`config.mk`:
```
export PLATFORM = sky130hd
export DESIGN_NAME = regfile_2r1w_clr
export DESIGN_NICKNAME = d
export VERILOG_FILES = /design/src/rtl/regfile_2r1w_clr.sv
export SDC_FILE = /design/constraint.sdc
export NUM_CORES = 2
export LEC_CHECK = 0
export CAP_MARGIN = 0
export CORE_MARGIN = 3
export CORE_UTILIZATION = 35
export CTS_CLUSTER_DIAMETER = 60
export CTS_CLUSTER_SIZE = 10
export DETAILED_ROUTE_END_ITERATION = 10
export PLACE_DENSITY = 0.57
export SLEW_MARGIN = 5
export SYNTH_ARGS = -nofsm -noshare
export SYNTH_HDL_FRONTEND = slang
export SYNTH_SLANG_ARGS = --single-unit
```
`constraint.sdc`:
```
create_clock -name clk -period 7.2 [get_ports clk]
set_input_delay 1.44 -clock clk [delete_from_list [all_inputs] [get_ports clk]]
set_output_delay 1.44 -clock clk [all_outputs]
set_load 0.02 [all_outputs]
```
`src/rtl/regfile_2r1w_clr.sv`:
```
// Register file: one write port, two registered read ports, self-clearing after reset/clr.
// Define REGFILE_BYPASS_EN for write-first forwarding; otherwise same-address reads are read-first.
module regfile_2r1w_clr #(
  parameter int DATA_W = 8,
  parameter int ADDR_W = 8
) (
  input  logic              clk,
  input  logic              rst,
  input  logic              we,
  input  logic [ADDR_W-1:0] waddr,
  input  logic [DATA_W-1:0] wdata,
  input  logic [ADDR_W-1:0] raddr_a,
  input  logic [ADDR_W-1:0] raddr_b,
  input  logic              clr,
  output logic [DATA_W-1:0] rdata_a,
  output logic [DATA_W-1:0] rdata_b,
  output logic              busy,
  output logic              wr_drop
);

  localparam int DEPTH = 2**ADDR_W;

  typedef enum logic {CLEAR, READY} state_t;

  state_t            r_state;
  logic [ADDR_W-1:0] r_ptr;
  logic              r_busy;
  logic              r_wr_drop;
  logic [DATA_W-1:0] r_mem [DEPTH];
  logic [DATA_W-1:0] r_rdata [2];

  logic [ADDR_W-1:0] w_raddr [2];
  logic [1:0]        w_fwd;
  logic              w_wr_en;
  logic              w_mem_we;
  logic [ADDR_W-1:0] w_mem_addr;
  logic [DATA_W-1:0] w_mem_data;

  assign w_raddr[0] = raddr_a;
  assign w_raddr[1] = raddr_b;

  // clr wins over a same-cycle write, so that write never reaches memory.
  assign w_wr_en    = (r_state == READY) && we && !clr;
  assign w_mem_we   = (r_state == CLEAR) || w_wr_en;
  assign w_mem_addr = (r_state == CLEAR) ? r_ptr : waddr;
  assign w_mem_data = (r_state == CLEAR) ? '0 : wdata;

  always_ff @(posedge clk) begin
    if (w_mem_we) begin
      r_mem[w_mem_addr] <= w_mem_data;
    end
  end

  always_ff @(posedge clk or posedge rst) begin
    if (rst) begin
      r_state   <= CLEAR;
      r_ptr     <= '0;
      r_busy    <= 1'b1;
      r_wr_drop <= 1'b0;
    end else begin
      case (r_state)
        CLEAR: begin
          r_ptr     <= r_ptr + 1'b1;
          r_wr_drop <= we;
          if (r_ptr == {ADDR_W{1'b1}}) begin
            r_state <= READY;
            r_busy  <= 1'b0;
          end
        end
        READY: begin
          r_wr_drop <= we && clr;
          if (clr) begin
            r_state <= CLEAR;
            r_ptr   <= '0;
            r_busy  <= 1'b1;
          end
        end
        default: begin
          r_state <= CLEAR;
          r_ptr   <= '0;
          r_busy  <= 1'b1;
        end
      endcase
    end
  end

  for (genvar gi = 0; gi < 2; gi++) begin : g_rd
`ifdef REGFILE_BYPASS_EN
    assign w_fwd[gi] = w_wr_en && (waddr == w_raddr[gi]);
`else
    assign w_fwd[gi] = 1'b0;
`endif

    always_ff @(posedge clk or posedge rst) begin
      if (rst) begin
        r_rdata[gi] <= '0;
      end else if (r_state == CLEAR) begin
        r_rdata[gi] <= '0;
      end else begin
        r_rdata[gi] <= w_fwd[gi] ? wdata : r_mem[w_raddr[gi]];
      end
    end
  end

  assign rdata_a = r_rdata[0];
  assign rdata_b = r_rdata[1];
  assign busy    = r_busy;
  assign wr_drop = r_wr_drop;

endmodule

```
After elaboration in Yosys (flattened, before gate mapping)
Memory sizes are Yosys's and may differ from the RTL's.
Index checks and enable logic that the tools add are counted.

storage, ports and cells
  output and inout port bits = 18
  bits in writable memories = 2048
  memories = 1
  bits in registers = 27
  bits of input ports = 36

memories
  memory  words  width  read ports  clocked after memory_dff  wr ports  RTL line  RTL
  r_mem   256    8      2           0                         1         29        logic [DATA_W-1:0] r_mem [DEPTH];

operators by class
  $add $sub $neg = 1
  equal/unequal tests = 3
  bitwise gates (word level) = 1
  muxes and demuxes = 15
  reduce and logical (&&, ||, !) cells = 6

operators by type and width
  operator                                      number
  two-way mux 8 bit                             5
  one-hot mux 8 bit (2 select lines)            1
  adder 8 x 1 -> 8 bit (second input constant)  1
  == test 8 bit (second input constant)         1
  two-way mux 1 bit                             6
  one-hot mux 1 bit (2 select lines)            3
  != test 2 bit (second input constant)         2
  logical AND 1 bit                             3
  AND reduction 2 bit                           1
  zero test 1 bit                               1
  logical OR 1 bit                              1
  inverter 1 bit                                1

Logic depth before layout (Yosys ltp)
  word-level depth = 5
  gate-level depth with buffers = 12

Least setup slack after synthesis
No wires, ideal clock.

  kind = register -> register
  from = register r_state
  to = memory r_mem[0][0], data pin
  period minus slack after synthesis = 5548 ps
  library setup time = 867 ps
  arrival time = 4681 ps
  data required time = 6333 ps
  cell stages (with the launch flop) = 6
  setup slack = 1652 ps
  buffers on the path = 4
  cells stage by stage = dfrtp_1 > clkbuf_1 > buf_2 > clkbuf_1 > clkbuf_1 > and2_1

between the ends
  cells in the longest elaborated chain, start to end = 1

ends and longest elaborated chain
  what                     RTL line  RTL
  start, declared          25        state_t r_state;
  start signal, assigned   56        r_state <= CLEAR;
  start signal, assigned   66        r_state <= READY;
  start signal, assigned   73        r_state <= CLEAR;
  two-way mux 8 bit        46        assign w_mem_data = (r_state == CLEAR) ? '0 : wdata;
  named net w_mem_data[0]  37        logic [DATA_W-1:0] w_mem_data;
  end, declared            29

The timed path passes the listed nets, and every way through them passes these cells.

Worst setup path after layout
  from = input port raddr_a[6]
  to = register r_rdata (netlist bit rdata_a[3])

between the ends
  cells in the longest elaborated chain, start to end = 2

ends and longest elaborated chain
  what                           RTL line  RTL
  start, declared                12        input logic [ADDR_W-1:0] raddr_a,
  memory (256 x 8 bit)           -
  two-way mux 8 bit              97        end else if (r_state == CLEAR) begin
  end signal, assigned by index  100       r_rdata[gi] <= w_fwd[gi] ? wdata : r_mem[w_raddr[gi]];
  end, declared                  30        logic [DATA_W-1:0] r_rdata [2];

Every way passes these cells.
A chain may end at the register's enable or synchronous reset.

==> flow_summary.ini <==
[synthesis]
netlist_area_um2 = 99400
syn_nets = 5714
synth-seq-cells = 2075
syn_area_per_cell_um2 = 17.5
synth-edff-count = 2048
ys_warn_count = 0
ys_seq_area_share_pct = 62.5
ys.flop_type = edfxtp_1
ys_top_cells_by_area = edfxtp_1, mux4_2, mux2i_1
ys_types = 87
synth_top_area_cell = edfxtp_1
synth_cells = 5677
synth-async-reset-ratio_pct = 1.30
synth.top_cell.area_share_pct = 61.9

[worst_setup_path]
rr_startpoint = r_state$_DFF_PP0_
path_max_fanout = 20
reg2reg_slack_ns = 2.75
critPathKind = in -> reg
endpoint_kind = flip-flop
cp_slowest_cell = clkdlybuf4s50_1
worstRegToRegCells = 4
critical_path_buf_inv_count = 1
startpoint_type = input port
critical_path.top_delay_family = simple AND/OR/NAND/NOR gates
crit_required_ns = 7.99
crit_path_start = raddr_a[6]
worstPathArrival_ns = 5.64
worstPathCellList = clkdlybuf4s50_1, nor2b_1, nand2b_1, nor2_1, o21ai_0, nand3_1, o31ai_1
r2r_end = r_mem[206][6]$_DFFE_PP_
slowest_delay_ns = 1.12

[pwr]
total_power_w = 0.0275
p_per_area_nw_per_um2 = 252
p_leak_nw = 34.8
peakVddDrop_mv = 0.226

[hold_path]
holdPathEnd = busy$_DFFE_PP1P_
hold_path.class = reg -> reg
holdPathStages = 2
min-delay-start = busy$_DFFE_PP1P_

[cts]
root_buffer = clkbuf_16
cts_max_level = 4
ctsHoldBuffers = 0
clk_pin_slew_ns = 0.06
cts_resized = 0
cts_made_buffers = 230
post_cts_buffers = 0
cts_sinks = 2075
clock_latency_ns = 0.91
clockBufferDepth = 3
cts_tree = done

[floorplan]
die_w_um = 539
fp.dieArea_um2 = 290000
start_util_pct = 35.2
rows = 195
chipHeight_um = 539
core_um2 = 283000
io_pins = 54

[sta]
setup_viol = 0
rsz0062_at_grt = false
max_freq_mhz = 206
min_period_ns = 4.85
setup-tns-final_ns = 0
hold_viol = 0
period_share_pct = 67.4
slew_headroom_pct = 5.71
finalClockSkew_ns = 0.0794
maxSlewViolCount = 0
tightest_slew_ns = 1.40

[outcome]
status = complete, but fails checks
violations = design-rule violations

[finish]
final_util_pct = 38.7
nets = 5714
area_growth_pct = 10.1
fill_cells = 25600
drive_above_1_share_pct = 20.8
fin_cells = 9523

[grt]
grt_antenna_before_repair = 26
grt_max_degree = 188
track_usage_pct = 24.6
grt.overflow.total = 0
grt_first_pass_wirelength_um = 501000
grt_pass1_vias = 60300

[placed_design]
routabilityCongestion = 0.997
hpwl_um = 248000
portBuffers = 53
dpl.cell_count = 9188

[route]
remaining_drc_errors = 4
detail-route-antenna-nets = 0
drt_first_pass_iters = 9
drtIter0Drc = 9616
via_per_inst = 6.50
routedWlPerCell_um = 38.8
vias = 61900
routed_wl_um = 369000

[run]
drv_cap = 0
-- through the flow --
step / setup WS [ns] / hold WS [ns] / instance area, um^2
finish: 2.35 / 0.524 / 109000
detailed placement: 1.71 / 0.517 / 103000
CTS: 2.67 / 0.526 / 109000
global placement: 1.75 / 0.521 / 103000
floorplan: 1.65 / 0.520 / 99400
global route: 2.50 / 0.536 / 109000
-- where the power goes --
part | internal [W] | total [W] | switching, W
Sequential | 0.0134 | 0.0136 | 0.000141
Clock | 0.00585 | 0.0106 | 0.00473
Combinational | 0.000962 | 0.00338 | 0.00242
Total | 0.0202 | 0.0275 | 0.00729
-- metal layers --
layer  up-vias  wire [um]  global-route usage (%)
li1      24000          -                       -
met1     32500     135000                    31.2
met2      4363     166000                    37.3
met3       942      42300                    7.21
met4         8      25900                    14.8
met5         -        304                   0.214
-- cell families (layout without fill, tap and decap cells) --
| group | count (synthesis) | after routing | synth area share [%] |
|---|---|---|---|
| buffers and inverters | 488 | 565 | 3.64 |
| AO/OA/AOI/OAI | 895 | 895 | 6.53 |
| AND/OR/NAND/NOR | 847 | 847 | 4.07 |
| multiplexers | 1369 | 1369 | 23.2 |
| other | 0 | 26 | 0 |
| adder cells (fa/ha/maj) | 1 | 1 | 0.0126 |
| XOR/XNOR | 2 | 2 | 0.0176 |
| flip-flops | 2075 | 2075 | 62.5 |
-- cells in the final DEF (no fill, tap or decap), types with 12 or more instances in the layout --
cell	netlist	layout
edfxtp_1	2048	2048
mux4_2	652	652
mux2i_1	620	620
nor2_1	337	335
clkbuf_16	0	233
o221ai_1	185	185
buf_4	43	156
a22oi_1	148	148
nor3_1	117	115
o21ai_0	115	115
nand2_1	114	112
o22ai_1	112	112
a21oi_1	111	111
nand3_1	79	79
mux4_1	70	70
clkbuf_1	161	54
clkdlybuf4s50_1	0	45
a211oi_1	41	41
nand2b_1	32	30
o32ai_1	32	29
buf_12	24	29
diode_2	0	26
nand4_1	26	26
dfrtp_1	26	26
mux2_2	25	25
nor4_1	20	20
a221oi_1	19	19
a2111oi_0	18	18
o211ai_1	15	15
inv_1	16	13
nor2b_1	18	12
and2_1	22	12
o31ai_1	12	12
-- worst min-delay path: stages (launching register included) --
cell     delay (ns)
dfstp_2        0.37
a21oi_1        0.10
nor2_1         0.05
-- worst max-delay path by stage --
stage	to	slack, ns	cells after the start
2_1_floorplan	r_mem[0][0]$_DFFE_PP_	1.65	5
3_3_place_gp	rdata_b[7]$_DFF_PP0_	1.75	8
3_5_place_dp	rdata_a[0]$_DFF_PP0_	1.71	6
4_1_cts	rdata_b[7]$_DFF_PP0_	2.67	8
5_1_grt	rdata_b[7]$_DFF_PP0_	2.50	8
6_report	rdata_a[3]$_DFF_PP0_	2.35	7
-- registers in the layout, summed over array words and instances, names as in the netlist --
register  flops
r_ptr         8
rdata_a       8
rdata_b       8
wr_drop       1
r_mem      2048
busy          1
r_state       1
-- synth_stat cells (11+ instances only) --
library cell	count
and3_1	11
nand4b_1	11
a221oi_1	19
a2111oi_0	18
mux2_2	25
o32ai_1	32
o22ai_1	112
a21oi_1	111
mux2i_1	620
nor4_1	20
nor2b_1	18
buf_6	67
nor3_1	117
buf_4	43
and2_1	22
inv_1	16
nor3b_1	11
nand2b_1	32
mux4_2	652
o211ai_1	15
buf_12	24
buf_2	88
nand3_1	79
mux4_1	70
o31ai_1	12
buf_1	26
o21ai_0	115
dfrtp_1	26
nor2_1	337
a22oi_1	148
nand2_1	114
edfxtp_1	2048
a211oi_1	41
nand4_1	26
clkbuf_8	23
o221ai_1	185
buf_8	33
clkbuf_1	161
-- cell type report --
| type | instances | area [um^2] | share of cell area [%] |
|---|---|---|---|
| Inverter | 18 | 72.6 | 0.0663 |
| Multi-Input combinational cell | 3114 | 33800 | 30.9 |
| Antenna cell | 26 | 65.1 | 0.0594 |
| Clock inverter | 20 | 290 | 0.265 |
| Sequential cell | 2075 | 62200 | 56.8 |
| Timing Repair Buffer | 238 | 2290 | 2.10 |
| Clock buffer | 289 | 6060 | 5.54 |
| Tap cell | 3743 | 4680 | 4.28 |
(Power assumes the default switching activity.)
